===== src/rtl/gain_pkg.sv =====
// Shared constants, types and helpers for the output gain stage.
// A gain index runs 0..720 in 0.1 dB steps, so 600 is unity (0.0 dB).
package gain_pkg;

  localparam int IDX_UNITY = 600;
  localparam int IDX_MAX   = 720;
  localparam int R_STEPS   = 60;
  localparam int Q_UNITY   = 10;
  localparam int FRAC_BITS = 14;

  typedef logic [9:0] idx_t;  // applied / target gain index, 0..720
  typedef logic [3:0] q_t;    // whole 6 dB octaves, 0..12
  typedef logic [5:0] r_t;    // 0.1 dB steps inside an octave, 0..59

  // Mantissa table in Q1.14: round(16384 * 10^(r/200)) for r = 0..59
  localparam logic [15:0] GAIN_LUT [R_STEPS] = '{
    16'd16384, 16'd16574, 16'd16766, 16'd16960, 16'd17156, 16'd17355, 16'd17556, 16'd17759, 16'd17965, 16'd18173,
    16'd18383, 16'd18596, 16'd18811, 16'd19029, 16'd19250, 16'd19472, 16'd19698, 16'd19926, 16'd20157, 16'd20390,
    16'd20626, 16'd20865, 16'd21107, 16'd21351, 16'd21598, 16'd21848, 16'd22101, 16'd22357, 16'd22616, 16'd22878,
    16'd23143, 16'd23411, 16'd23682, 16'd23956, 16'd24234, 16'd24514, 16'd24798, 16'd25085, 16'd25376, 16'd25670,
    16'd25967, 16'd26268, 16'd26572, 16'd26879, 16'd27191, 16'd27506, 16'd27824, 16'd28146, 16'd28472, 16'd28802,
    16'd29135, 16'd29473, 16'd29814, 16'd30159, 16'd30508, 16'd30862, 16'd31219, 16'd31581, 16'd31946, 16'd32316
  };

  function automatic int bcd3_to_tenths(input logic [3:0] d2, input logic [3:0] d1,
                                        input logic [3:0] d0, input logic negative);
    int v;
    v = int'(d2) * 100 + int'(d1) * 10 + int'(d0);
    return negative ? -v : v;
  endfunction

  function automatic logic bcd_digit_ok(input logic [3:0] d);
    return d <= 4'd9;
  endfunction

endpackage


===== src/rtl/gain_ramp.sv =====
// Walks the applied gain index one 0.1 dB step toward the target every RAMP_DIV samples.
// The index is kept split as (q, r) so the datapath needs only a shift and a 60-entry table.
module gain_ramp
  import gain_pkg::*;
#(
  parameter int RAMP_DIV = 1
) (
  input  logic clk,
  input  logic reset_n,
  input  logic sample_valid,
  input  idx_t target_idx,
  output q_t   q,
  output r_t   r,
  output logic at_target
);

  localparam int CNT_W = $clog2(RAMP_DIV + 1);

  logic [CNT_W-1:0] cnt;
  idx_t             applied;
  logic             step_now;

  always_comb begin
    applied  = idx_t'(q) * idx_t'(R_STEPS) + idx_t'(r);
    step_now = sample_valid && (cnt == CNT_W'(RAMP_DIV - 1));
  end

  // NOTE: sequential state uses non-blocking assignments so every register samples
  // the pre-edge values; this is what lets the stepping sample use the old gain.
  always_ff @(posedge clk or negedge reset_n) begin
    if (!reset_n) begin
      cnt       <= '0;
      q         <= q_t'(Q_UNITY);
      r         <= '0;
      at_target <= 1'b1;
    end else begin
      at_target <= (applied == target_idx);
      if (sample_valid) cnt <= step_now ? '0 : cnt + CNT_W'(1);
      if (step_now && applied < target_idx) begin
        if (r == r_t'(R_STEPS - 1)) begin
          r <= '0;
          q <= q + q_t'(1);
        end else begin
          r <= r + r_t'(1);
        end
      end else if (step_now && applied > target_idx) begin
        if (r == '0) begin
          r <= r_t'(R_STEPS - 1);
          q <= q - q_t'(1);
        end else begin
          r <= r - r_t'(1);
        end
      end
    end
  end

endmodule


===== src/rtl/output_gain_stage.sv =====
// Applies a signed BCD gain setting (0.1 dB units, -60.0..+12.0 dB) to a 16-bit stream
// through a two-stage multiply / round-shift / saturate pipeline.
module output_gain_stage
  import gain_pkg::*;
#(
  parameter int RAMP_DIV = 1
) (
  input  logic               clk,
  input  logic               reset_n,
  input  logic [3:0]         num2,
  input  logic [3:0]         num1,
  input  logic [3:0]         num0,
  input  logic               neg,
  input  logic               sample_valid,
  input  logic signed [15:0] sample_in,
  output logic signed [15:0] sample_out,
  output logic               out_valid,
  output logic               at_target
);

  idx_t               target_idx;
  idx_t               target_next;
  logic               digits_ok;
  int                 biased;
  q_t                 q;
  q_t                 q1;
  r_t                 r;
  logic               v1;
  logic signed [32:0] prod;
  logic signed [32:0] p1;
  logic signed [32:0] rnd;
  logic signed [32:0] y;
  logic [4:0]         shamt;
  logic signed [15:0] sat;

  always_comb begin
    biased    = bcd3_to_tenths(num2, num1, num0, neg) + IDX_UNITY;
    digits_ok = bcd_digit_ok(num2) && bcd_digit_ok(num1) && bcd_digit_ok(num0);
    if (biased < 0)            target_next = '0;
    else if (biased > IDX_MAX) target_next = idx_t'(IDX_MAX);
    else                       target_next = idx_t'(biased);
  end

  // Malformed digits keep the last good setting rather than jumping somewhere arbitrary
  always_ff @(posedge clk or negedge reset_n) begin
    if (!reset_n)       target_idx <= idx_t'(IDX_UNITY);
    else if (digits_ok) target_idx <= target_next;
  end

  gain_ramp #(.RAMP_DIV(RAMP_DIV)) u_ramp (
    .clk          (clk),
    .reset_n      (reset_n),
    .sample_valid (sample_valid),
    .target_idx   (target_idx),
    .q            (q),
    .r            (r),
    .at_target    (at_target)
  );

  // Stage 1: signed sample times unsigned Q1.14 mantissa, both widened to 33 bits
  always_comb begin
    prod = $signed({{17{sample_in[15]}}, sample_in}) * $signed({17'd0, GAIN_LUT[r]});
  end

  // Stage 2: octave count becomes a right shift of 12..24 with round-half-up
  always_comb begin
    shamt = 5'd24 - {1'b0, q1};
    rnd   = 33'sd1 <<< (shamt - 5'd1);
    y     = (p1 + rnd) >>> shamt;
    if (y > 33'sd32767)       sat = 16'sh7fff;
    else if (y < -33'sd32768) sat = 16'sh8000;
    else                      sat = y[15:0];
  end

  // NOTE: the data registers are reset too, not only the valids, so sample_out reads 0
  // after reset and no stale product can leak out of a dropped transfer.
  always_ff @(posedge clk or negedge reset_n) begin
    if (!reset_n) begin
      v1         <= 1'b0;
      p1         <= '0;
      q1         <= q_t'(Q_UNITY);
      out_valid  <= 1'b0;
      sample_out <= '0;
    end else begin
      v1        <= sample_valid;
      out_valid <= v1;
      if (sample_valid) begin
        p1 <= prod;
        q1 <= q;
      end
      if (v1) sample_out <= sat;
    end
  end

endmodule


===== config.mk =====
export PLATFORM = sky130hd
export DESIGN_NAME = output_gain_stage
export DESIGN_NICKNAME = d
export VERILOG_FILES = /design/src/rtl/gain_pkg.sv /design/src/rtl/gain_ramp.sv /design/src/rtl/output_gain_stage.sv
export SDC_FILE = /design/constraint.sdc
export NUM_CORES = 1
export LEC_CHECK = 0
export ABC_AREA = 1
export CORE_AREA = 5 5 217 219
export CTS_BUF_LIST = sky130_fd_sc_hd__clkbuf_4 sky130_fd_sc_hd__clkbuf_8 sky130_fd_sc_hd__clkbuf_16
export CTS_CLUSTER_SIZE = 8
export DETAILED_ROUTE_END_ITERATION = 8
export DIE_AREA = 0 0 222 224
export PLACE_DENSITY = 0.64
export SLEW_MARGIN = 5
export SYNTH_ARGS = -nofsm -noshare
export SYNTH_HDL_FRONTEND = slang
export SYNTH_SLANG_ARGS = --single-unit

===== constraint.sdc =====
create_clock -name clk -period 23.6 [get_ports clk]
set_clock_uncertainty 0.15 [all_clocks]
set_input_delay 2.36 -clock clk [delete_from_list [all_inputs] [get_ports clk]]
set_output_delay 2.36 -clock clk [all_outputs]
set_load 0.03 [all_outputs]

Word level (Yosys, flattened, before mapping)
Memories as Yosys holds them, arrays and structs flattened.
Index checks and enable logic that the tools add are counted.
{"block": "op_classes", "n_mux": 16, "n_mul": 4, "n_bitwise": 2, "n_lt_le_gt_ge": 10, "n_reduce_logical": 9, "shift": 2, "add_sub_neg": 13, "eq_ne": 3}
{"operator": "two-way mux 16 bit", "count": 4}
{"operator": "adder 33 bit", "count": 1}
{"operator": "> comparator 33 x 16 -> 1 bit, second input constant", "count": 1}
{"operator": "< comparator 33 x 16 -> 1 bit, second input constant", "count": 1}
{"operator": "multiplier 16 x 17 -> 33 bit", "count": 1}
{"operator": "<<< shifter 2 x 5 -> 33 bit, first input constant", "count": 1}
{"operator": ">>> shifter 33 x 5 -> 33 bit", "count": 1}
{"operator": "adder 32 x 11 -> 32 bit, second input constant", "count": 1}
{"operator": "> comparator 32 x 11 -> 1 bit, second input constant", "count": 1}
{"operator": "< comparator 32 x 1 -> 1 bit, second input constant", "count": 1}
{"operator": "two-way mux 32 bit", "count": 1}
{"operator": "negation 13 -> 32 bit", "count": 1}
{"operator": "two-way mux 6 bit", "count": 4}
{"operator": "two-way mux 10 bit", "count": 2}
{"operator": "two-way mux 4 bit", "count": 4}
{"operator": "adder 12 x 4 -> 13 bit", "count": 1}
{"operator": "adder 11 x 8 -> 12 bit", "count": 1}
{"operator": "less-or-equal comparator 4 bit, second input constant", "count": 3}
{"operator": "adder 10 x 6 -> 10 bit", "count": 1}
{"operator": "equality test 10 bit", "count": 1}
{"operator": "> comparator 10 bit", "count": 1}
{"operator": "< comparator 10 bit", "count": 1}
{"operator": "multiplier 4 x 5 -> 9 bit, second input constant", "count": 1}
{"operator": "multiplier 4 x 4 -> 8 bit, second input constant", "count": 1}
{"operator": "other kinds (18)", "count": 23}
{"block": "word_totals", "mem_count": 1, "mem_bits_ro": 1024, "regBits": 77, "output_inout_bits": 18}
{"name": "(name not given)", "depth": 64, "width": 16, "rd": 1, "rd_ports_with_merged_regs": 0, "wr": 0, "line_no": "output_gain_stage.sv:62", "text": "prod = $signed({{17{sample_in[15]}}, sample_in}) * $signed({17'd0, GAIN_LUT[r]});"}

Depth between registers and ports, before layout
Gate-level depths: netlist of run 1.
{"block": "logic_depth", "word_depth": 9, "mapped_depth": 42, "depth_no_buf": 38}

By module
From an unflattened synthesis of run 1, not the netlist that was laid out.
{"block": "unflattened", "cells_unflattened": 2949, "hier_area_um2": 19940.4}
{"module": "output_gain_stage", "area_per_inst_um2": 18186.2, "cells_per_inst": 2716, "seq_area_each_um2": 1634.1, "instances": 1}
{"module": "gain_ramp", "area_per_inst_um2": 1754.2, "cells_per_inst": 233, "seq_area_each_um2": 304.0, "instances": 1}

Worst setup path before layout of run 1
No wires, ideal clock.
{"block": "synth_timing", "kind": "input -> register", "from": "input sample_in[10]", "to": "register p1[29]", "setup_slack_ns": 15.387, "required_ns": 23.321, "path_buffers": 1, "stages": 25, "arrival_time_ns": 7.934, "path_cell_list": "inv_1 -> buf_1 -> nor2_1 -> fa_1 -> fa_1 -> inv_1 -> fa_1 -> inv_1 -> fa_1 -> inv_1 -> fa_1 -> inv_1 -> fa_1 -> ha_1 -> a21oi_1 -> o21ai_0 -> a21oi_1 -> o21bai_1 -> a21boi_1 -> o21ai_0 -> a21boi_0 -> o21ai_1 -> a21oi_1 -> xor2_1 -> o21ai_1"}
{"block": "synth_via", "elab_chain_len": 1}
{"element": "start: declaration", "line_no": "output_gain_stage.sv:15", "text": "input logic signed [15:0] sample_in,"}
{"element": "multiplier 16 x 17 -> 33 bit", "line_no": "output_gain_stage.sv:62"}
{"element": "end signal: assignment", "line_no": "output_gain_stage.sv:88", "text": "p1 <= prod;"}
{"element": "end: declaration", "line_no": "output_gain_stage.sv:30", "text": "logic signed [32:0] p1;"}
Every way passes these cells.
A chain may end at the register's enable or synchronous reset.

Worst setup path in the final report of run 1
{"block": "layout_timing", "from": "register u_ramp.r[3]", "to": "register p1[29]"}
{"block": "layout_via", "elab_chain_len": 5}
{"element": "start: declaration", "line_no": "gain_ramp.sv:13", "text": "output r_t r,"}
{"element": "start signal: assignment", "line_no": "gain_ramp.sv:44", "text": "r <= r + r_t'(1);"}
{"element": "start signal: assignment", "line_no": "gain_ramp.sv:48", "text": "r <= r_t'(R_STEPS - 1);"}
{"element": "start signal: assignment", "line_no": "gain_ramp.sv:51", "text": "r <= r - r_t'(1);"}
{"element": "inverter 6 -> 7 bit (implied by the code)", "line_no": "output_gain_stage.sv:62"}
{"element": "memory (64 x 16 bit)"}
{"element": "two-way mux 16 bit (implied by the code) (2 in series)", "line_no": "output_gain_stage.sv:62"}
{"element": "multiplier 16 x 17 -> 33 bit", "line_no": "output_gain_stage.sv:62"}
Every way passes these cells. The select of a mux whose other input is x is not followed.

==> out/results.ini, run 1 <==
[logic_synthesis]
synthesis.instances = 3005
synth.distinct_cells = 64
async_flop_share = 1.00
ys_seq_elements = 77
synth_edf_count = 0
synth_seq_area_share = 0.0970
synth_ff_type = dfrtp_1
synth_area_per_cell_um2 = 6.65
yosysWarnings = 0
synth_nets = 3466
syn_area_um2 = 20000

[critical_path]
cp.arrival_ns = 9.60
reg2regPathDepth = 31
crit_fanout = 34
crit_path_start_kind = register
worstReg2RegEnd = p1[29]
reg2reg_setup_slack_ns = 14.06
required_ns = 23.66
reg2reg_from = u_ramp.r[3]
slowest_stage = dfrtp_1
max_stage_delay_ns = 0.96
crit_type = register to register
endpoint_kind = register

[final_layout]
antenna_cells = 0
drive_gt1_frac = 0.0495
num-nets-final = 3447
final_common_cell = nand2_1
finalInstanceArea_um2 = 21200
finalCoreUtilization = 0.473
area_growth_pct = 6.20
final_cell_mix = nand2_1, inv_1, nand3_1
fillers = 4720

[sta]
relSlewSlack = 0.199
setup_viol = 0
fmax_mhz = 105
rsz0062_at_grt = no
post-route-min-period_ns = 9.54
post-route-period-util = 0.404
drv_slew = 0
setup_tns_ns = 0
worst_pin_slew_ns = 1.20
holdWs_ns = 0.317
finalHoldViolations = 0

[global_route]
grt_first_pass_wirelength_mm = 95.4
antenna_found_initial = 0
first_global_vias = 18400
grt.overflow.total = 0
grt_max_degree = 60
grt_use_total = 0.233

[cts]
root_buffer = clkbuf_16
cts_tree = built
cts_setup_buffers = 0
clock_sinks = 77
path_clk_slew_ns = 0.06
cts-htree-levels = 3
insertion_delay_ns = 0.35
cts_resized = 0
numCtsBuffers = 9
postCtsHoldBufs = 0
clock_path_buffers = 2

[die]
die_w_um = 222
fp-row-count = 78
fp.coreArea_um2 = 44900
dieArea_um2 = 49700
die_h_um = 224
ios = 50
initial_core_util = 0.445

[run_status]
status = complete, no violations

[route]
drc = 0
wl_per_cell_um = 16.5
firstDrtPassIters = 6
drtAntennaViolNets = 0
vias = 19000
drt_iter0_markers = 1442
viasPerCell = 5.29
drt_wl_total_mm = 59.1

[job]
maxCapViolCount = 0

[placement]
place_area_um2 = 20900
place_hpwl_mm = 49.9
gp_congestion = 0.933
io_buffers = 49

[worst_hold_path]
hold_path_class = register to register
hold_start = target_idx[4]
hold_depth = 2
whs_endpoint = target_idx[4]

per-layer routing:
layer	global-route usage	share of wire	vias up
li1	-	-	9348
met1	0.318	0.45	9063
met2	0.397	0.47	499
met3	0.0317	0.053	84
met4	0.0569	0.025	0
met5	0	0	-
worst max-delay path: cells and delay by family (launching register included):
kind                       cells  cell delay, ns
AOI/OAI and AO/OA              9            1.64
DFF                            1            0.96
xor gates and xnor gates       1            0.17
and+or+nand+nor                6            1.14
buffers and inverters          7            1.76
adders and majority gates      8            3.52
worst max path at each step:
| stage | from | to | cells past startpoint |
|---|---|---|---|
| 3_3_place_gp | u_ramp.r[3] | p1[32] | 33 |
| 2_1_floorplan | sample_in[10] | p1[29] | 25 |
| 6_report | u_ramp.r[3] | p1[29] | 31 |
| 5_1_grt | u_ramp.r[3] | p1[29] | 31 |
| 3_5_place_dp | u_ramp.r[3] | p1[32] | 33 |
| 4_1_cts | u_ramp.r[3] | p1[29] | 33 |
synthesized netlist by cell type (7+ instances only):
| master | number | share of area |
|---|---|---|
| a21oi_1 | 77 | 0.019 |
| a31oi_1 | 8 | 0.0025 |
| and2_1 | 7 | 0.0022 |
| buf_1 | 7 | 0.0013 |
| buf_2 | 19 | 0.0048 |
| clkbuf_1 | 55 | 0.010 |
| clkinv_1 | 8 | 0.0015 |
| dfrtp_1 | 68 | 0.085 |
| dfstp_2 | 9 | 0.012 |
| fa_1 | 194 | 0.19 |
| ha_1 | 235 | 0.15 |
| inv_1 | 504 | 0.095 |
| nand2_1 | 829 | 0.16 |
| nand2_2 | 21 | 0.0066 |
| nand3_1 | 316 | 0.079 |
| nand3_2 | 23 | 0.012 |
| nand4_1 | 14 | 0.0044 |
| nor2_1 | 276 | 0.052 |
| nor2_2 | 31 | 0.0097 |
| nor3_1 | 17 | 0.0043 |
| o211ai_1 | 14 | 0.0053 |
| o21ai_0 | 101 | 0.025 |
| o21ai_1 | 11 | 0.0028 |
| or2_2 | 8 | 0.0025 |
| xnor2_1 | 27 | 0.012 |
| xor2_1 | 43 | 0.019 |
cell type report:
| type | count | area [µm²] | area share |
|---|---|---|---|
| Multi-Input combinational cell | 2318 | 15700 | 0.739 |
| Inverter | 519 | 1950 | 0.0920 |
| Sequential cell | 77 | 1940 | 0.0913 |
| Tap cell | 600 | 751 | 0.0354 |
| Timing Repair Buffer | 61 | 578 | 0.0272 |
| Clock buffer | 10 | 233 | 0.0110 |
| Clock inverter | 6 | 88.8 | 0.00419 |
registers in the layout (all words and copies together), names as in the netlist, 4 cells and up:
register	cells
target_idx	10
q1	4
sample_out	16
u_ramp.r	6
p1	33
u_ramp.q	4
stage by stage:
stage,instances,worst slack (ns)
after floorplan,3005,15.39
after global placement,3575,14.17
after detailed placement,3575,14.20
after CTS,3591,14.15
after global routing,3591,13.48
final,3591,14.06
cell families (layout without fill, tap and decap cells):
family,after synthesis,in the layout,synth area share
muxes,1,1,0.000563
buffers and inverters,610,596,0.118
and+or+nand+nor,1564,1564,0.337
DFF,77,77,0.0970
adders and majority gates,429,429,0.341
xor gates and xnor gates,75,75,0.0347
AOI/OAI and AO/OA,249,249,0.0706
Power of run 1 is left out: the tool's default activity adds up to more than one toggle a clock period on the data nets, which glitch-free logic cannot reach.
==> inputs of run 2 (changes only) <==
==> constraint.sdc (replaced) <==
create_clock -name clk -period 9.1 [get_ports clk]
set_clock_uncertainty 0.15 [all_clocks]
set_input_delay 0.91 -clock clk [delete_from_list [all_inputs] [get_ports clk]]
set_output_delay 0.91 -clock clk [all_outputs]
set_load 0.03 [all_outputs]
==> out/results.ini, run 2 (synthesis gave the netlist of run 1 again) <==
[run_status]
status = complete, no violations

[global_route]
grt_max_degree = 57
antenna_found_initial = 0
grt.overflow.total = 0
grt_use_total = 0.239
grt_first_pass_wirelength_mm = 97.3
first_global_vias = 18800

[sta]
setup_tns_ns = 0
rsz0062_at_grt = no
setup_viol = 0
post-route-period-util = 0.925
drv_slew = 0
finalHoldViolations = 0
fmax_mhz = 119
worst_pin_slew_ns = 1.04
relSlewSlack = 0.309
post-route-min-period_ns = 8.42

[route]
drt_iter0_markers = 1510
vias = 19200
firstDrtPassIters = 6
drt_wl_total_mm = 60.2
drtAntennaViolNets = 0
viasPerCell = 5.31
drc = 0
wl_per_cell_um = 16.7

[final_layout]
largest_reg_flops = 33
final_common_cell = nand2_1
reg.largest.list = p1 x33, sample_out x16, target_idx x10
final_cells = 3610
fillers = 4663
num-nets-final = 3467
drive_gt1_frac = 0.0565
finalCoreUtilization = 0.475
antenna_cells = 0
top_register = p1
final_cell_mix = nand2_1, inv_1, nand3_1
area_growth_pct = 6.72

[critical_path]
required_ns = 9.18
slowest_stage = nand2_1
worstReg2RegEnd = p1[29]
crit_path_start_kind = register
cpMostUsedCell = inv_1
max_stage_delay_ns = 0.55
crit_end = p1[29]
cp-startpoint = u_ramp.r[0]
crit_fanout = 11
reg2reg_setup_slack_ns = 0.68
cp.arrival_ns = 8.50
reg2regPathDepth = 32
endpoint_kind = register
crit_type = register to register
reg2reg_from = u_ramp.r[0]

[cts]
clock_sinks = 77
numCtsBuffers = 9
insertion_delay_ns = 0.37
cts_setup_buffers = 0
cts-htree-levels = 3
root_buffer = clkbuf_16
path_clk_slew_ns = 0.07
clock_path_buffers = 2
cts_tree = built
postCtsHoldBufs = 0

[die]
die_h_um = 224
initial_core_util = 0.445
fp-row-count = 78
dieArea_um2 = 49700
fp.coreArea_um2 = 44900
die_w_um = 222
ios = 50

[placement]
io_buffers = 49
place_inst = 3595
gp_congestion = 0.985
place_hpwl_mm = 50.8

[job]
maxCapViolCount = 0

[worst_hold_path]
hold_path_class = input pin to asynchronous set/reset pin

run 2: cell types whose count changed in the layout (fill, tap and decap cells not counted), sizes merged:
cell,before,now
buf,13,33
bufinv,2,0
inv,511,512
run 2: layout make-up:
class / instances / area, µm² / share of cell area
Clock buffer: 10 / 233 / 0.0109
Clock inverter: 5 / 37.5 / 0.00176
Inverter: 519 / 1950 / 0.0916
Multi-Input combinational cell: 2318 / 15700 / 0.735
Sequential cell: 77 / 1940 / 0.0909
Tap cell: 600 / 751 / 0.0352
Timing Repair Buffer: 81 / 728 / 0.0341
run 2: worst min path at each step:
stage | start | to | slack [ns] | depth (start not counted)
after floorplan | v1 | out_valid | 0.27 | 0
after global placement | target_idx[4] | target_idx[4] | 0.31 | 2
after detailed placement | target_idx[4] | target_idx[4] | 0.31 | 2
after CTS | reset_n | sample_out[15] | 0.27 | 1
after global routing | reset_n | sample_out[15] | 0.30 | 1
final | reset_n | sample_out[15] | 0.28 | 1
run 2: through the flow:
step                hold slack, ns  setup WS [ns]  area [µm²]
floorplan                    0.265           1.32       20000
global placement             0.312          0.653       21100
detailed placement           0.308          0.478       21100
CTS                          0.268          0.431       21300
global route                 0.299        0.00849       21300
finish                       0.276          0.680       21300
run 2: metal layers:
layer | part of all wire | GRT usage | vias to the layer above
li1 | - | - | 9381
met1 | 0.43 | 0.319 | 9107
met2 | 0.48 | 0.411 | 558
met3 | 0.060 | 0.0303 | 120
met4 | 0.029 | 0.0686 | 0
met5 | 0 | 0 | -
run 2: timing repair:
item,in CTS,in global routing
setup endpoints to repair,0,6
endpoints found under the hold margin,0,0
resized for setup,0,3
run 2: worst max-delay path: cells and delay by family, from the launching register on:
family | cells | cell delay [ns]
simple gates | 4 | 1.10
flops | 1 | 0.49
compound gates | 12 | 1.98
xor+xnor | 1 | 0.16
fa+ha+maj | 8 | 3.73
buf+inv | 7 | 0.68
Power of run 2 is left out for the same reason.
==> inputs of run 3 (changes only) <==
--- a/config.mk
+++ b/config.mk
@@ -7,7 +7,6 @@
 export LEC_CHECK = 0
 export ABC_AREA = 1
 export CORE_AREA = 5 5 217 219
-export CTS_BUF_LIST = sky130_fd_sc_hd__clkbuf_4 sky130_fd_sc_hd__clkbuf_8 sky130_fd_sc_hd__clkbuf_16
 export CTS_CLUSTER_SIZE = 8
 export DETAILED_ROUTE_END_ITERATION = 8
 export DIE_AREA = 0 0 222 224
==> out/results.ini, run 3 (synthesis gave the netlist of run 1 again) <==
[route]
drc = 0
wl_per_cell_um = 16.7
drt_wl_total_mm = 60.2
drtAntennaViolNets = 0
firstDrtPassIters = 5
viasPerCell = 5.29
vias = 19100
drt_iter0_markers = 1544

[sta]
post-route-period-util = 0.922
relSlewSlack = 0.302
finalHoldViolations = 0
worst_pin_slew_ns = 1.05
fmax_mhz = 119
post-route-min-period_ns = 8.39
setup_tns_ns = 0
drv_slew = 0
rsz0062_at_grt = no
setup_viol = 0
fin_ws_ns = 0.709

[placement]
gp_congestion = 0.985
io_buffers = 49
place_ws_ns = 0.478
place_hpwl_mm = 50.8

[final_layout]
final_cell_mix = nand2_1, inv_1, nand3_1
num-nets-final = 3467
fillers = 4664
ff_latch_area_um2 = 1940
reg.largest.list = p1 x33, sample_out x16, target_idx x10
top_register = p1
drive_gt1_frac = 0.0561
final_common_cell = nand2_1
antenna_cells = 0
multi_input_comb_area_um2 = 15700
area_growth_pct = 6.70
largest_reg_flops = 33

[global_route]
antenna_found_initial = 0
grt_use_total = 0.239
first_global_vias = 18800
grt.overflow.total = 0
grt_max_degree = 57
grt_first_pass_wirelength_mm = 97.3

[die]
dieArea_um2 = 49700
die_h_um = 224
ios = 50
fp.coreArea_um2 = 44900
initial_core_util = 0.445
die_w_um = 222
fp-row-count = 78

[job]
maxCapViolCount = 0

[critical_path]
path_delay_family = adder cells
slowest_stage = dfrtp_1
crit_fanout = 11
crit_type = register to register
required_ns = 9.18
cp.arrival_ns = 8.47
max_stage_delay_ns = 0.53
endpoint_kind = register
crit_path_start_kind = register
critical_path_buf_inv_count = 7

[cts]
cts_tree = built
insertion_delay_ns = 0.37
clock_sinks = 77
root_buffer = clkbuf_16
path_clk_slew_ns = 0.07
numCtsBuffers = 9
postCtsHoldBufs = 0
clock_path_buffers = 2
cts-htree-levels = 3

[worst_hold_path]
hold_path_class = input pin to asynchronous set/reset pin

[run_status]
status = complete, no violations

-- run 3: layer usage --
metal	GRT usage	vias up	part of all wire
met5	0	-	0
met2	0.412	545	0.48
li1	-	9383	-
met1	0.319	9046	0.43
met4	0.0686	0	0.027
met3	0.0303	109	0.059
-- run 3: worst reg2reg max path: cells and delay by family, from the launching register on --
kind            cells  cell delay (ns)
simple gates        4             0.75
fa+ha+maj           8             3.83
compound gates     12             2.02
flops               1             0.53
buf+inv             7             0.82
xor+xnor            1             0.16
-- run 3: timing repair --
action | in CTS | in global routing
setup buffers | 0 | 0
endpoints found under the setup margin | 0 | 6
resized for setup | 0 | 3
-- run 3: path summary, 6_finish.rpt --
check,start,to,slack (ns),cells after the start
setup / recovery,u_ramp.r[0],p1[29],0.71,32
hold / removal,reset_n,sample_out[15],0.28,1
setup reg to reg,u_ramp.r[0],p1[29],0.71,32
hold reg to reg,target_idx[3],target_idx[3],0.32,2
max in group asynchronous,reset_n,u_ramp.r[1],7.44,2
min in group clk,target_idx[3],target_idx[3],0.32,2
-- run 3: layout make-up --
cell class                      instances  area share
Multi-Input combinational cell       2318       0.736
Inverter                              519      0.0916
Sequential cell                        77      0.0909
Tap cell                              600      0.0352
Timing Repair Buffer                   81      0.0341
Clock buffer                           10      0.0107
Clock inverter                          5     0.00176
-- run 3: metrics by stage --
step | std cells | utilization | cell area (µm²) | hold slack (ns)
after floorplan | 3005 | - | 20000 | 0.265
after global placement | 3595 | 0.469 | 21100 | 0.312
after detailed placement | 3595 | 0.469 | 21100 | 0.308
after CTS | 3610 | 0.475 | 21300 | 0.268
after global routing | 3610 | 0.475 | 21300 | 0.299
final | 3610 | 0.475 | 21300 | 0.276
Power of run 3 is left out for the same reason.
